### src/rtl/decoder_stage_riscv_pkg.sv
// decoder_stage_riscv_pkg: RV32I decode encodings shared by the decode stage, its decoder and its interface.
package decoder_stage_riscv_pkg;
  localparam int ALU_OP_WIDTH = 5;
  localparam logic [ALU_OP_WIDTH-1:0] ALU_ADD  = 5'b00000;
  localparam logic [ALU_OP_WIDTH-1:0] ALU_SUB  = 5'b01000;
  localparam logic [ALU_OP_WIDTH-1:0] ALU_XOR  = 5'b00100;
  localparam logic [ALU_OP_WIDTH-1:0] ALU_OR   = 5'b00110;
  localparam logic [ALU_OP_WIDTH-1:0] ALU_AND  = 5'b00111;
  localparam logic [ALU_OP_WIDTH-1:0] ALU_SRA  = 5'b01101;
  localparam logic [ALU_OP_WIDTH-1:0] ALU_SRL  = 5'b00101;
  localparam logic [ALU_OP_WIDTH-1:0] ALU_SLL  = 5'b00001;
  localparam logic [ALU_OP_WIDTH-1:0] ALU_LTS  = 5'b11100;
  localparam logic [ALU_OP_WIDTH-1:0] ALU_LTU  = 5'b11110;
  localparam logic [ALU_OP_WIDTH-1:0] ALU_GES  = 5'b11101;
  localparam logic [ALU_OP_WIDTH-1:0] ALU_GEU  = 5'b11111;
  localparam logic [ALU_OP_WIDTH-1:0] ALU_EQ   = 5'b11000;
  localparam logic [ALU_OP_WIDTH-1:0] ALU_NE   = 5'b11001;
  localparam logic [ALU_OP_WIDTH-1:0] ALU_SLTS = 5'b00010;
  localparam logic [ALU_OP_WIDTH-1:0] ALU_SLTU = 5'b00011;
  localparam logic [1:0] OP_A_RS1     = 2'd0;
  localparam logic [1:0] OP_A_CURR_PC = 2'd1;
  localparam logic [1:0] OP_A_ZERO    = 2'd2;
  localparam logic [2:0] OP_B_RS2   = 3'd0;
  localparam logic [2:0] OP_B_IMM_I = 3'd1;
  localparam logic [2:0] OP_B_IMM_U = 3'd2;
  localparam logic [2:0] OP_B_IMM_S = 3'd3;
  localparam logic [2:0] OP_B_INCR  = 3'd4;
  localparam logic [2:0] LDST_B  = 3'd0;
  localparam logic [2:0] LDST_H  = 3'd1;
  localparam logic [2:0] LDST_W  = 3'd2;
  localparam logic [2:0] LDST_BU = 3'd4;
  localparam logic [2:0] LDST_HU = 3'd5;
  localparam logic WB_EX_RESULT = 1'b0;
  localparam logic WB_LSU_DATA  = 1'b1;
  localparam logic [4:0] LOAD_OPCODE     = 5'b00000;
  localparam logic [4:0] MISC_MEM_OPCODE = 5'b00011;
  localparam logic [4:0] OP_IMM_OPCODE   = 5'b00100;
  localparam logic [4:0] AUIPC_OPCODE    = 5'b00101;
  localparam logic [4:0] STORE_OPCODE    = 5'b01000;
  localparam logic [4:0] OP_OPCODE       = 5'b01100;
  localparam logic [4:0] LUI_OPCODE      = 5'b01101;
  localparam logic [4:0] BRANCH_OPCODE   = 5'b11000;
  localparam logic [4:0] JALR_OPCODE     = 5'b11001;
  localparam logic [4:0] JAL_OPCODE      = 5'b11011;
  localparam logic [4:0] SYSTEM_OPCODE   = 5'b11100;
  localparam logic [31:0] DS_NOP_INSTR = 32'h0000_0013;
endpackage

### src/rtl/decoder_stage_riscv_if.sv
// decoder_stage_riscv_if: fetch, execute, flush and trap signals of the decode stage.
interface decoder_stage_riscv_if #(parameter int DEPTH = 2, parameter int PC_WIDTH = 32);
  import decoder_stage_riscv_pkg::*;
  logic fetch_valid_i;
  logic fetch_ready_o;
  logic [31:0] fetched_instr_i;
  logic [PC_WIDTH-1:0] fetched_pc_i;
  logic flush_i;
  logic ex_valid_o;
  logic ex_ready_i;
  logic [31:0] ex_instr_o;
  logic [PC_WIDTH-1:0] ex_pc_o;
  logic [1:0] ex_op_a_sel_o;
  logic [2:0] ex_op_b_sel_o;
  logic [ALU_OP_WIDTH-1:0] alu_op_o;
  logic mem_req_o;
  logic mem_we_o;
  logic [2:0] mem_size_o;
  logic gpr_we_a_o;
  logic wb_src_sel_o;
  logic branch_o;
  logic jal_o;
  logic jalr_o;
  logic trap_o;
  logic [31:0] trap_instr_o;
  logic [PC_WIDTH-1:0] trap_pc_o;
  logic trap_ack_i;
  logic [$clog2(DEPTH+1)-1:0] queue_count_o;
  modport master (
    output fetch_valid_i, fetched_instr_i, fetched_pc_i, flush_i, ex_ready_i, trap_ack_i,
    input fetch_ready_o, ex_valid_o, ex_instr_o, ex_pc_o, ex_op_a_sel_o, ex_op_b_sel_o, alu_op_o,
          mem_req_o, mem_we_o, mem_size_o, gpr_we_a_o, wb_src_sel_o, branch_o, jal_o, jalr_o,
          trap_o, trap_instr_o, trap_pc_o, queue_count_o
  );
  modport slave (
    input fetch_valid_i, fetched_instr_i, fetched_pc_i, flush_i, ex_ready_i, trap_ack_i,
    output fetch_ready_o, ex_valid_o, ex_instr_o, ex_pc_o, ex_op_a_sel_o, ex_op_b_sel_o, alu_op_o,
           mem_req_o, mem_we_o, mem_size_o, gpr_we_a_o, wb_src_sel_o, branch_o, jal_o, jalr_o,
           trap_o, trap_instr_o, trap_pc_o, queue_count_o
  );
endinterface

### src/rtl/decoder_stage_riscv_decoder.sv
// decoder_riscv: RV32I main decoder producing execute control signals and an illegal flag.
module decoder_riscv import decoder_stage_riscv_pkg::*; (
  input  logic [31:0]             fetched_instr_i,
  output logic [1:0]              ex_op_a_sel_o,
  output logic [2:0]              ex_op_b_sel_o,
  output logic [ALU_OP_WIDTH-1:0] alu_op_o,
  output logic                    mem_req_o,
  output logic                    mem_we_o,
  output logic [2:0]              mem_size_o,
  output logic                    gpr_we_a_o,
  output logic                    wb_src_sel_o,
  output logic                    illegal_instr_o,
  output logic                    branch_o,
  output logic                    jal_o,
  output logic                    jalr_o
);
  logic [4:0] w_opc;
  logic [2:0] w_f3;
  logic [6:0] w_f7;
  logic w_bad;
  assign w_opc = fetched_instr_i[6:2];
  assign w_f3  = fetched_instr_i[14:12];
  assign w_f7  = fetched_instr_i[31:25];
  always_comb begin
    ex_op_a_sel_o = OP_A_RS1;
    ex_op_b_sel_o = OP_B_RS2;
    alu_op_o = ALU_ADD;
    mem_req_o = 1'b0;
    mem_we_o = 1'b0;
    mem_size_o = LDST_W;
    gpr_we_a_o = 1'b0;
    wb_src_sel_o = WB_EX_RESULT;
    branch_o = 1'b0;
    jal_o = 1'b0;
    jalr_o = 1'b0;
    w_bad = 1'b0;
    case (w_opc)
      LOAD_OPCODE: begin
        ex_op_b_sel_o = OP_B_IMM_I;
        mem_req_o = 1'b1;
        mem_size_o = w_f3;
        gpr_we_a_o = 1'b1;
        wb_src_sel_o = WB_LSU_DATA;
        w_bad = (w_f3 == 3'd3) || (w_f3[2:1] == 2'b11);
      end
      STORE_OPCODE: begin
        ex_op_b_sel_o = OP_B_IMM_S;
        mem_req_o = 1'b1;
        mem_we_o = 1'b1;
        mem_size_o = w_f3;
        w_bad = w_f3 > 3'd2;
      end
      // ALU encodings are {0, funct7[5], funct3}; only SUB/SRA/SRAI may set funct7[5]
      OP_IMM_OPCODE: begin
        ex_op_b_sel_o = OP_B_IMM_I;
        gpr_we_a_o = 1'b1;
        alu_op_o = {1'b0, w_f7[5] & (w_f3 == 3'd5), w_f3};
        w_bad = ((w_f3 == 3'd1) && (w_f7 != 7'd0)) || ((w_f3 == 3'd5) && ({w_f7[6], w_f7[4:0]} != 6'd0));
      end
      OP_OPCODE: begin
        gpr_we_a_o = 1'b1;
        alu_op_o = {1'b0, w_f7[5], w_f3};
        w_bad = ({w_f7[6], w_f7[4:0]} != 6'd0) || (w_f7[5] && (w_f3 != 3'd0) && (w_f3 != 3'd5));
      end
      LUI_OPCODE: begin
        ex_op_a_sel_o = OP_A_ZERO;
        ex_op_b_sel_o = OP_B_IMM_U;
        gpr_we_a_o = 1'b1;
      end
      AUIPC_OPCODE: begin
        ex_op_a_sel_o = OP_A_CURR_PC;
        ex_op_b_sel_o = OP_B_IMM_U;
        gpr_we_a_o = 1'b1;
      end
      BRANCH_OPCODE: begin
        alu_op_o = {2'b11, w_f3};
        branch_o = 1'b1;
        w_bad = w_f3[2:1] == 2'b01;
      end
      JAL_OPCODE: begin
        ex_op_a_sel_o = OP_A_CURR_PC;
        ex_op_b_sel_o = OP_B_INCR;
        gpr_we_a_o = 1'b1;
        jal_o = 1'b1;
      end
      JALR_OPCODE: begin
        ex_op_a_sel_o = OP_A_CURR_PC;
        ex_op_b_sel_o = OP_B_INCR;
        gpr_we_a_o = 1'b1;
        jalr_o = 1'b1;
        w_bad = w_f3 != 3'd0;
      end
      MISC_MEM_OPCODE: w_bad = w_f3 != 3'd0;
      SYSTEM_OPCODE: w_bad = (fetched_instr_i != 32'h0000_0073) && (fetched_instr_i != 32'h0010_0073);
      default: w_bad = 1'b1;
    endcase
    illegal_instr_o = (fetched_instr_i[1:0] != 2'b11) || w_bad;
  end
endmodule

### src/rtl/decoder_stage_riscv.sv
// decoder_stage_riscv: queued decode stage between fetch and execute; illegal heads
// raise a held trap instead of reaching execute.
module decoder_stage_riscv import decoder_stage_riscv_pkg::*; #(
  parameter int DEPTH = 2,
  parameter int PC_WIDTH = 32
) (
  input logic clk_i,
  input logic rst_i,
  decoder_stage_riscv_if.slave bus
);
  localparam int AW = $clog2(DEPTH);
  localparam int CW = $clog2(DEPTH + 1);
  typedef enum logic {S_RUN, S_TRAP} state_t;
  state_t r_state, w_state_next;
  logic [31:0] r_instr_q [DEPTH];
  logic [PC_WIDTH-1:0] r_pc_q [DEPTH];
  logic [AW-1:0] r_rptr, r_wptr;
  logic [CW-1:0] r_count;
  logic [31:0] r_trap_instr;
  logic [PC_WIDTH-1:0] r_trap_pc;
  logic [31:0] w_head_instr;
  logic [PC_WIDTH-1:0] w_head_pc;
  logic [1:0] w_op_a;
  logic [2:0] w_op_b, w_size;
  logic [ALU_OP_WIDTH-1:0] w_alu;
  logic w_req, w_we, w_gpr_we, w_wb, w_illegal, w_br, w_jal, w_jalr;
  logic w_fetch_ready, w_ex_valid, w_push, w_pop, w_trap_hit;
  assign w_head_instr = r_instr_q[r_rptr];
  assign w_head_pc = r_pc_q[r_rptr];
  decoder_riscv u_dec (
    .fetched_instr_i (w_head_instr),
    .ex_op_a_sel_o   (w_op_a),
    .ex_op_b_sel_o   (w_op_b),
    .alu_op_o        (w_alu),
    .mem_req_o       (w_req),
    .mem_we_o        (w_we),
    .mem_size_o      (w_size),
    .gpr_we_a_o      (w_gpr_we),
    .wb_src_sel_o    (w_wb),
    .illegal_instr_o (w_illegal),
    .branch_o        (w_br),
    .jal_o           (w_jal),
    .jalr_o          (w_jalr)
  );
  assign w_fetch_ready = (r_state == S_RUN) && (r_count < CW'(DEPTH));
  assign w_ex_valid = (r_count != '0) && !w_illegal && (r_state == S_RUN);
  assign w_push = bus.fetch_valid_i && w_fetch_ready;
  assign w_pop = w_ex_valid && bus.ex_ready_i;
  // A flush in the same cycle wins: the illegal head is simply discarded
  assign w_trap_hit = (r_state == S_RUN) && (r_count != '0) && w_illegal && !bus.flush_i;
  always_ff @(posedge clk_i or posedge rst_i)
    if (rst_i) r_state <= S_RUN;
    else r_state <= w_state_next;
  always_comb begin
    w_state_next = r_state;
    if (w_trap_hit) w_state_next = S_TRAP;
    if ((r_state == S_TRAP) && bus.trap_ack_i) w_state_next = S_RUN;
  end
  always_ff @(posedge clk_i or posedge rst_i) begin
    if (rst_i) begin
      r_count <= '0;
      r_rptr <= '0;
      r_wptr <= '0;
      r_trap_instr <= '0;
      r_trap_pc <= '0;
    end else begin
      if (w_trap_hit) begin
        r_trap_instr <= w_head_instr;
        r_trap_pc <= w_head_pc;
      end
      if (bus.flush_i || w_trap_hit) begin
        r_count <= '0;
        r_rptr <= '0;
        r_wptr <= '0;
      end else begin
        if (w_push) r_wptr <= r_wptr + AW'(1);
        if (w_pop) r_rptr <= r_rptr + AW'(1);
        r_count <= r_count + CW'(w_push) - CW'(w_pop);
      end
    end
  end
  always_ff @(posedge clk_i)
    if (w_push) begin
      r_instr_q[r_wptr] <= bus.fetched_instr_i;
      r_pc_q[r_wptr] <= bus.fetched_pc_i;
    end
  assign bus.fetch_ready_o = w_fetch_ready;
  assign bus.ex_valid_o = w_ex_valid;
  assign bus.ex_instr_o = w_ex_valid ? w_head_instr : DS_NOP_INSTR;
  assign bus.ex_pc_o = w_ex_valid ? w_head_pc : '0;
  assign bus.ex_op_a_sel_o = w_ex_valid ? w_op_a : OP_A_RS1;
  assign bus.ex_op_b_sel_o = w_ex_valid ? w_op_b : OP_B_RS2;
  assign bus.alu_op_o = w_ex_valid ? w_alu : ALU_ADD;
  assign bus.mem_req_o = w_ex_valid && w_req;
  assign bus.mem_we_o = w_ex_valid && w_we;
  assign bus.mem_size_o = w_ex_valid ? w_size : LDST_W;
  assign bus.gpr_we_a_o = w_ex_valid && w_gpr_we;
  assign bus.wb_src_sel_o = w_ex_valid ? w_wb : WB_EX_RESULT;
  assign bus.branch_o = w_ex_valid && w_br;
  assign bus.jal_o = w_ex_valid && w_jal;
  assign bus.jalr_o = w_ex_valid && w_jalr;
  assign bus.trap_o = r_state == S_TRAP;
  assign bus.trap_instr_o = r_trap_instr;
  assign bus.trap_pc_o = r_trap_pc;
  assign bus.queue_count_o = r_count;
endmodule
### src/flat_wrapper.sv
// flat-port wrapper written by rule: the top's interface ports become plain ports
module decoder_stage_riscv_flat import decoder_stage_riscv_pkg::*;
#(
  parameter int DEPTH = 2,
  parameter int PC_WIDTH = 32
)
  (clk_i, rst_i, bus_fetch_valid_i, bus_fetched_instr_i, bus_fetched_pc_i, bus_flush_i, bus_ex_ready_i, bus_trap_ack_i, bus_fetch_ready_o, bus_ex_valid_o, bus_ex_instr_o, bus_ex_pc_o, bus_ex_op_a_sel_o, bus_ex_op_b_sel_o, bus_alu_op_o, bus_mem_req_o, bus_mem_we_o, bus_mem_size_o, bus_gpr_we_a_o, bus_wb_src_sel_o, bus_branch_o, bus_jal_o, bus_jalr_o, bus_trap_o, bus_trap_instr_o, bus_trap_pc_o, bus_queue_count_o);
  decoder_stage_riscv_if #(.DEPTH(DEPTH), .PC_WIDTH(PC_WIDTH)) bus_i ();
  input logic clk_i;
  input logic rst_i;
  input wire logic [$bits(bus_i.fetch_valid_i)-1:0] bus_fetch_valid_i;
  input wire logic [$bits(bus_i.fetched_instr_i)-1:0] bus_fetched_instr_i;
  input wire logic [$bits(bus_i.fetched_pc_i)-1:0] bus_fetched_pc_i;
  input wire logic [$bits(bus_i.flush_i)-1:0] bus_flush_i;
  input wire logic [$bits(bus_i.ex_ready_i)-1:0] bus_ex_ready_i;
  input wire logic [$bits(bus_i.trap_ack_i)-1:0] bus_trap_ack_i;
  output wire logic [$bits(bus_i.fetch_ready_o)-1:0] bus_fetch_ready_o;
  output wire logic [$bits(bus_i.ex_valid_o)-1:0] bus_ex_valid_o;
  output wire logic [$bits(bus_i.ex_instr_o)-1:0] bus_ex_instr_o;
  output wire logic [$bits(bus_i.ex_pc_o)-1:0] bus_ex_pc_o;
  output wire logic [$bits(bus_i.ex_op_a_sel_o)-1:0] bus_ex_op_a_sel_o;
  output wire logic [$bits(bus_i.ex_op_b_sel_o)-1:0] bus_ex_op_b_sel_o;
  output wire logic [$bits(bus_i.alu_op_o)-1:0] bus_alu_op_o;
  output wire logic [$bits(bus_i.mem_req_o)-1:0] bus_mem_req_o;
  output wire logic [$bits(bus_i.mem_we_o)-1:0] bus_mem_we_o;
  output wire logic [$bits(bus_i.mem_size_o)-1:0] bus_mem_size_o;
  output wire logic [$bits(bus_i.gpr_we_a_o)-1:0] bus_gpr_we_a_o;
  output wire logic [$bits(bus_i.wb_src_sel_o)-1:0] bus_wb_src_sel_o;
  output wire logic [$bits(bus_i.branch_o)-1:0] bus_branch_o;
  output wire logic [$bits(bus_i.jal_o)-1:0] bus_jal_o;
  output wire logic [$bits(bus_i.jalr_o)-1:0] bus_jalr_o;
  output wire logic [$bits(bus_i.trap_o)-1:0] bus_trap_o;
  output wire logic [$bits(bus_i.trap_instr_o)-1:0] bus_trap_instr_o;
  output wire logic [$bits(bus_i.trap_pc_o)-1:0] bus_trap_pc_o;
  output wire logic [$bits(bus_i.queue_count_o)-1:0] bus_queue_count_o;
  assign bus_i.fetch_valid_i = bus_fetch_valid_i;
  assign bus_i.fetched_instr_i = bus_fetched_instr_i;
  assign bus_i.fetched_pc_i = bus_fetched_pc_i;
  assign bus_i.flush_i = bus_flush_i;
  assign bus_i.ex_ready_i = bus_ex_ready_i;
  assign bus_i.trap_ack_i = bus_trap_ack_i;
  assign bus_fetch_ready_o = bus_i.fetch_ready_o;
  assign bus_ex_valid_o = bus_i.ex_valid_o;
  assign bus_ex_instr_o = bus_i.ex_instr_o;
  assign bus_ex_pc_o = bus_i.ex_pc_o;
  assign bus_ex_op_a_sel_o = bus_i.ex_op_a_sel_o;
  assign bus_ex_op_b_sel_o = bus_i.ex_op_b_sel_o;
  assign bus_alu_op_o = bus_i.alu_op_o;
  assign bus_mem_req_o = bus_i.mem_req_o;
  assign bus_mem_we_o = bus_i.mem_we_o;
  assign bus_mem_size_o = bus_i.mem_size_o;
  assign bus_gpr_we_a_o = bus_i.gpr_we_a_o;
  assign bus_wb_src_sel_o = bus_i.wb_src_sel_o;
  assign bus_branch_o = bus_i.branch_o;
  assign bus_jal_o = bus_i.jal_o;
  assign bus_jalr_o = bus_i.jalr_o;
  assign bus_trap_o = bus_i.trap_o;
  assign bus_trap_instr_o = bus_i.trap_instr_o;
  assign bus_trap_pc_o = bus_i.trap_pc_o;
  assign bus_queue_count_o = bus_i.queue_count_o;
  decoder_stage_riscv #(.DEPTH(DEPTH), .PC_WIDTH(PC_WIDTH)) u_core (.clk_i(clk_i), .rst_i(rst_i), .bus(bus_i));
endmodule
### config.mk
export PLATFORM = sky130hd
export DESIGN_NAME = decoder_stage_riscv_flat
export DESIGN_NICKNAME = d
export VERILOG_FILES = /design/src/rtl/decoder_stage_riscv_pkg.sv /design/src/rtl/decoder_stage_riscv_if.sv /design/src/rtl/decoder_stage_riscv_decoder.sv /design/src/rtl/decoder_stage_riscv.sv /design/src/flat_wrapper.sv
export SDC_FILE = /design/constraint.sdc
export NUM_CORES = 1
export LEC_CHECK = 0
export CAP_MARGIN = 0
export CORE_MARGIN = 1
export CORE_UTILIZATION = 49
export CTS_CLUSTER_SIZE = 30
export DETAILED_ROUTE_END_ITERATION = 16
export GPL_ROUTABILITY_DRIVEN = 0
export PLACE_DENSITY = 0.8
export SYNTH_ARGS = -nofsm -noshare
export SYNTH_HDL_FRONTEND = slang
export SYNTH_SLANG_ARGS = --single-unit
### constraint.sdc
create_clock -name clk_i -period 4.77 [get_ports clk_i]
set_input_delay 0.954 -clock clk_i [delete_from_list [all_inputs] [get_ports clk_i]]
set_output_delay 0.954 -clock clk_i [all_outputs]
set_load 0.01 [all_outputs]
==> flow_summary.ini, run 1 <==
[cells_and_area]
area.growth.synth_to_final_pct = 36.4
n_antenna_cell = 0
fillers = 1175
final_nets = 881
drive_gt1_frac = 0.163
final_cells = 1042

[yosys]
syn_inst = 583
synth_compound_area_frac = 0.0299
synth_top_area_cell = edfxtp_1
synthTopCellsByArea = edfxtp_1 (45%), dfrtp_1 (20%), mux2i_1 (7.7%), mux2_2 (6.2%), mux2_4 (3.7%)
synth-simple-area-share = 0.0870
syn-cell-area_sq_um = 8500
synth_fa_ha_area_frac = 0.00294
synthFlopType = edfxtp_1
yosysUniqueCellTypes = 52
synthXorXnorAreaFrac = 0.00515
ys_warn_count = 0
synthArstFlopShare = 0.350
ys_ff_latch = 197
synth_top_area_frac = 0.452
synth-edff-count = 128
ys_seq_area_frac = 0.655
syn_avg_cell_area_sq_um = 14.6
synth_top_family_by_area = multiplexers
synthMuxAreaShare = 0.180

[worst_setup_path]
cp_slowest_cell = clkdlybuf4s50_1
worst-setup-path-type = register to output pin
startpoint_type = register
path_buf_inv = 2
critPathMaxFanout = 56
rrSetupSlack_ns = 1.10
critPathTopFamily = simple AND/OR/NAND/NOR gates
critical_path_required_ns = 3.82
crit_path_max_incr_delay_ns = 0.60
crit_chain = mux2_2, or3_1, a21oi_1, o221ai_1, nor4_4, nand2_2, buf_12, nor4_1, clkdlybuf4s50_1
rr_worst_depth = 9
r2r_end = u_core.bus.trap_instr_o[0]$_DFFE_PP0P_
arrival_ns = 3.71
r2r-start = u_core.r_rptr$_DFFE_PP0P_
worst_setup_path_end_kind = output pin

[global_routing]
first_global_vias = 5955
grt_max_degree = 60
grt_util_all_layers = 0.238
gr-total-overflow = 0
grt_pass1_wl_mm = 32.0
antenna_found_initial = 0

[run_status]
status = completed

[detailed_routing]
drcViolationCount = 0
drt-total-wl_mm = 20.4
routedWlPerCell_um = 19.6
ant_nets = 0
first_iter_violations = 302
num_vias = 5642
avgViaCountPerCell = 5.41
first_pass_iters = 5

[cts]
cts_buffer_depth = 2
cts.clk_slew.worst_paths_ns = 0.07
insertion_delay_ns = 0.43
cts-root-buf = clkbuf_16
cts_tree = done
cts_inserted_buffers = 17
cts.sinks = 197
cts_max_level = 4

[power]
powerDensity_nw_per_um2 = 526
power.leakage_nw = 4.57
power.total_mw = 6.10
ir_drop_mv = 0.348

[worst_hold_path]
min_path_cells = 1
min_to = u_core.bus.trap_instr_o[1]$_DFFE_PP0P_
min_from = u_core.bus.trap_instr_o[1]$_DFFE_PP0P_
hold_class = register to register

[sta]
worst-slew-pin-transition_ns = 0.890
report.final.slew_viol_count = 0
setup_viol = 0
finalCritPeriodShare = 0.978
clock-skew-final_ns = 0.00997
min_period_ns = 4.66
max_freq_mhz = 214
slew_headroom = 0.406
final_hold_viol_count = 0
setup_ws_ns = 0.107

[die]
io_pins = 223
dieArea_sq_um = 17900
initial_utilization = 0.507
die_w_um = 134
row_count = 47
fp.coreArea_sq_um = 16800
die_h_um = 134

[job]
cap_violations = 0

[placement]
dp_cells = 1007
dp_hpwl_mm = 14.3
numPortBuffers = 220
dpl_worst_slack_ns = 0.387
## state kept, by name, indices dropped and copies added (netlist names)
signal                    count
u_core.bus.trap_pc_o         32
u_core.bus.queue_count_o      2
u_core.bus.trap_o             1
u_core.bus.trap_instr_o      32
u_core.r_rptr                 1
u_core.r_instr_q             64
u_core.r_wptr                 1
u_core.r_pc_q                64
## synthesized netlist by cell type, types with 3 or more instances
cell / n
buf_4: 5
mux2i_1: 65
o21ai_0: 5
buf_6: 6
clkbuf_1: 17
nor3_1: 15
edfxtp_1: 128
nor3b_1: 3
or3_1: 3
and3_1: 28
inv_1: 38
buf_2: 3
nor4_1: 16
mux2_2: 47
xor2_1: 4
nand3_1: 5
nand2_1: 9
nand3b_1: 3
dfrtp_1: 69
nor2_1: 49
a21oi_1: 8
mux2_4: 21
## layout make-up
cell class              instances  area (sq um)  area share
multi-input cells             317          2630       0.227
inverters                      38           144      0.0124
repair buffers                238          2370       0.204
clock inverters                15           170      0.0147
well taps                     220           275      0.0238
flip-flops and latches        197          5570       0.481
clock buffers                  17           425      0.0367
## how the worst max path moves through the flow
stage          depth (start not counted)                               end  slack [ns]                 startpoint
6_report                               9                        bus_jalr_o        0.11  u_core.r_rptr$_DFFE_PP0P_
5_1_grt                                9                   bus_alu_op_o[3]      -0.006  u_core.r_rptr$_DFFE_PP0P_
4_1_cts                                9                   bus_alu_op_o[3]        0.02  u_core.r_rptr$_DFFE_PP0P_
3_5_place_dp                           9                   bus_alu_op_o[3]        0.39  u_core.r_rptr$_DFFE_PP0P_
3_3_place_gp                           9                   bus_alu_op_o[3]        0.49  u_core.r_rptr$_DFFE_PP0P_
2_1_floorplan                          2  u_core.r_instr_q[0][0]$_DFFE_PP_        0.56          bus_fetch_valid_i
## timing repair
action                     4_1_cts  5_1_grt
gates resized for setup          0        3
buffers inserted                 1        2
setup endpoints to repair        2        5
hold buffers                     0        0
## per-layer routing
layer / track usage / wire length, um / vias up
met2: 0.410 / 10300 / 242
met1: 0.292 / 8490 / 2787
met3: 0.0613 / 1360 / 26
li1: - / - / 2587
met5: 0 / 0 / -
met4: 0.0789 / 304 / 0
## cell families (layout without fill, tap and decap cells)
kind of cell | count (synthesis) | after routing
compound gates | 34 | 34
xor+xnor | 5 | 5
fa+ha+maj | 2 | 2
buf+inv | 70 | 308
flops | 197 | 197
mux | 135 | 135
other cells | 1 | 2
simple gates | 139 | 139
## worst register-to-register path, stage by stage (launching register included)
cell and delay (ns):
dfrtp_4 0.58, mux2_2 0.43, or3_1 0.35, a21oi_1 0.17, o221ai_1 0.18, nor4_4 0.33
buf_4 0.34, or3_4 0.44, buf_4 0.37, mux2_2 0.37
## per-stage QoR
| stage | util | TNS [ns] | instance area [sq um] | hold slack [ns] |
|---|---|---|---|---|
| after detailed placement | 0.654 | 0 | 11000 | 0.495 |
| after global placement | 0.654 | 0 | 11000 | 0.489 |
| after floorplan | - | 0 | 8500 | 0.519 |
| after global routing | 0.691 | -0.00642 | 11600 | 0.528 |
| after CTS | 0.690 | 0 | 11600 | 0.511 |
| final | 0.691 | 0 | 11600 | 0.510 |
## where the power goes
| group | switching, mW | total, mW | internal (mW) |
|---|---|---|---|
| combinational | 0.958 | 2.03 | 1.08 |
| sequential | 0.256 | 2.63 | 2.37 |
| clock | 0.643 | 1.43 | 0.789 |
| total | 1.86 | 6.10 | 4.24 |
## cell usage in the layout (no fill, tap or decap), types with 3 or more instances in the layout
cell type / n
a21oi_1: 7
and3_1: 27
buf_4: 15
clkbuf_16: 17
clkdlybuf4s50_1: 220
clkinv_4: 4
dfrtp_1: 68
edfxtp_1: 128
inv_1: 37
inv_8: 4
mux2_2: 47
mux2_4: 21
mux2i_1: 65
nand2_1: 8
nand3_1: 5
nand3b_1: 3
nor2_1: 47
nor3_1: 15
nor4_1: 16
o21ai_0: 5
xor2_1: 4
No activity file was read; power rests on OpenSTA's default activity.
==> run 2: changes to the inputs <==
--- a/config.mk
+++ b/config.mk
@@ -11,6 +11,7 @@
 export CTS_CLUSTER_SIZE = 30
 export DETAILED_ROUTE_END_ITERATION = 16
 export GPL_ROUTABILITY_DRIVEN = 0
+export MAX_ROUTING_LAYER = met4
 export PLACE_DENSITY = 0.8
 export SYNTH_ARGS = -nofsm -noshare
 export SYNTH_HDL_FRONTEND = slang
==> flow_summary.ini, run 2 (same netlist as run 1, synthesis figures left out) <==
[run_status]
status = completed

[worst_setup_path]
rrSetupSlack_ns = 1.11
crit_chain = mux2_2, or3_1, a21oi_1, o221ai_1, nor4_4, nand2_2, buf_12, nor4_1, clkdlybuf4s50_1
cp_slowest_cell = clkdlybuf4s50_1
worst-setup-path-type = register to output pin
critPathMaxFanout = 56
arrival_ns = 3.69
startpoint_type = register
critical_path_required_ns = 3.82
worst_setup_path_end_kind = output pin
crit_path_max_incr_delay_ns = 0.60
path_buf_inv = 2
critPathTopFamily = simple AND/OR/NAND/NOR gates

[cells_and_area]
multi_input_area_sq_um = 2630
final_cells = 1042
fillers = 1175
layout_common_cells = clkdlybuf4s50_1 (220), edfxtp_1 (128), dfrtp_1 (68), mux2i_1 (65)
layout_commonest_cell = clkdlybuf4s50_1
drive_gt1_frac = 0.163
seqCellArea_sq_um = 5570
area.growth.synth_to_final_pct = 36.4
largestRegisters = u_core.r_instr_q (64), u_core.r_pc_q (64)
final_nets = 881
n_antenna_cell = 0

[sta]
report.final.slew_viol_count = 0
setup_viol = 0
clock-skew-final_ns = 0.0116
fin_hold_ws_ns = 0.510
final_hold_viol_count = 0
min_period_ns = 4.64
max_freq_mhz = 215
finalCritPeriodShare = 0.973
worst-slew-pin-transition_ns = 0.894
setup_ws_ns = 0.126
slew_headroom = 0.403

[cts]
cts.sinks = 197
cts_buffer_depth = 2
cts_tree = done
cts_max_level = 4
cts.clk_slew.worst_paths_ns = 0.07
cts-root-buf = clkbuf_16
cts_inserted_buffers = 17
insertion_delay_ns = 0.43

[die]
die_w_um = 134
dieArea_sq_um = 17900
initial_utilization = 0.507
row_count = 47
io_pins = 223
fp.coreArea_sq_um = 16800
die_h_um = 134

[power]
powerDensity_nw_per_um2 = 526
ir_drop_mv = 0.349
power.leakage_nw = 4.57
power.total_mw = 6.09

[global_routing]
first_global_vias = 5960
grt_max_degree = 60
antenna_found_initial = 0
grt_util_all_layers = 0.246
gr-total-overflow = 0
grt_pass1_wl_mm = 32.0

[placement]
dp_cells = 1007
dp_hpwl_mm = 14.3
numPortBuffers = 220
dpl_worst_slack_ns = 0.387

[detailed_routing]
dr_wl_met2_mm = 10.2
drt-total-wl_mm = 20.4
wl_met3_mm = 1.20
top_layer_used = met4
first_iter_violations = 294
ant_nets = 0
avgViaCountPerCell = 5.43
routedWlPerCell_um = 19.5
first_pass_iters = 5
wl_met1_mm = 8.68
drcViolationCount = 0
num_vias = 5658

[worst_hold_path]
hold_class = register to register

[job]
cap_violations = 0
run 2: cell counts in the layout (fill, tap and decap cells not counted):
No cell type changed its count.
run 2: what timing repair did:
action / 4_1_cts / 5_1_grt
setup buffers: 1 / 2
hold buffers: 0 / 0
setup endpoints to repair: 2 / 5
gates resized for setup: 0 / 3
gates cloned: 0 / 0
run 2: final timing paths:
| path | startpoint | end | cells past startpoint |
|---|---|---|---|
| min in group asynchronous | rst_i | u_core.bus.trap_pc_o[25]$_DFFE_PP0P_ | 2 |
| max reg2reg | u_core.r_rptr$_DFFE_PP0P_ | u_core.bus.trap_instr_o[0]$_DFFE_PP0P_ | 9 |
| max | u_core.r_rptr$_DFFE_PP0P_ | bus_jalr_o | 9 |
| min reg2reg | u_core.bus.trap_instr_o[1]$_DFFE_PP0P_ | u_core.bus.trap_instr_o[1]$_DFFE_PP0P_ | 1 |
| min | u_core.bus.trap_instr_o[1]$_DFFE_PP0P_ | u_core.bus.trap_instr_o[1]$_DFFE_PP0P_ | 1 |
| max in group asynchronous | rst_i | u_core.bus.trap_instr_o[7]$_DFFE_PP0P_ | 3 |
run 2: metrics by stage:
stage	TNS, ns	util	area, sq um
final	0	0.691	11600
after global routing	-0.00921	0.691	11600
after CTS	0	0.690	11600
after detailed placement	0	0.654	11000
after global placement	0	0.654	11000
after floorplan	0	-	8500
run 2: cell type report:
class                           count  area share
Sequential cell                   197       0.481
Multi-Input combinational cell    317       0.227
Timing Repair Buffer              238       0.204
Clock buffer                       17      0.0367
Tap cell                          220      0.0238
Clock inverter                     15      0.0147
Inverter                           38      0.0124
run 2: per-layer routing:
metal	up-vias	global-route usage
met5	-	-
met4	0	0.0789
met3	28	0.0510
met2	240	0.410
met1	2804	0.298
li1	2586	-
run 2: report_power, final:
| part | switching [mW] | internal (mW) |
|---|---|---|
| combinational | 0.960 | 1.08 |
| sequential | 0.255 | 2.37 |
| clock | 0.641 | 0.789 |
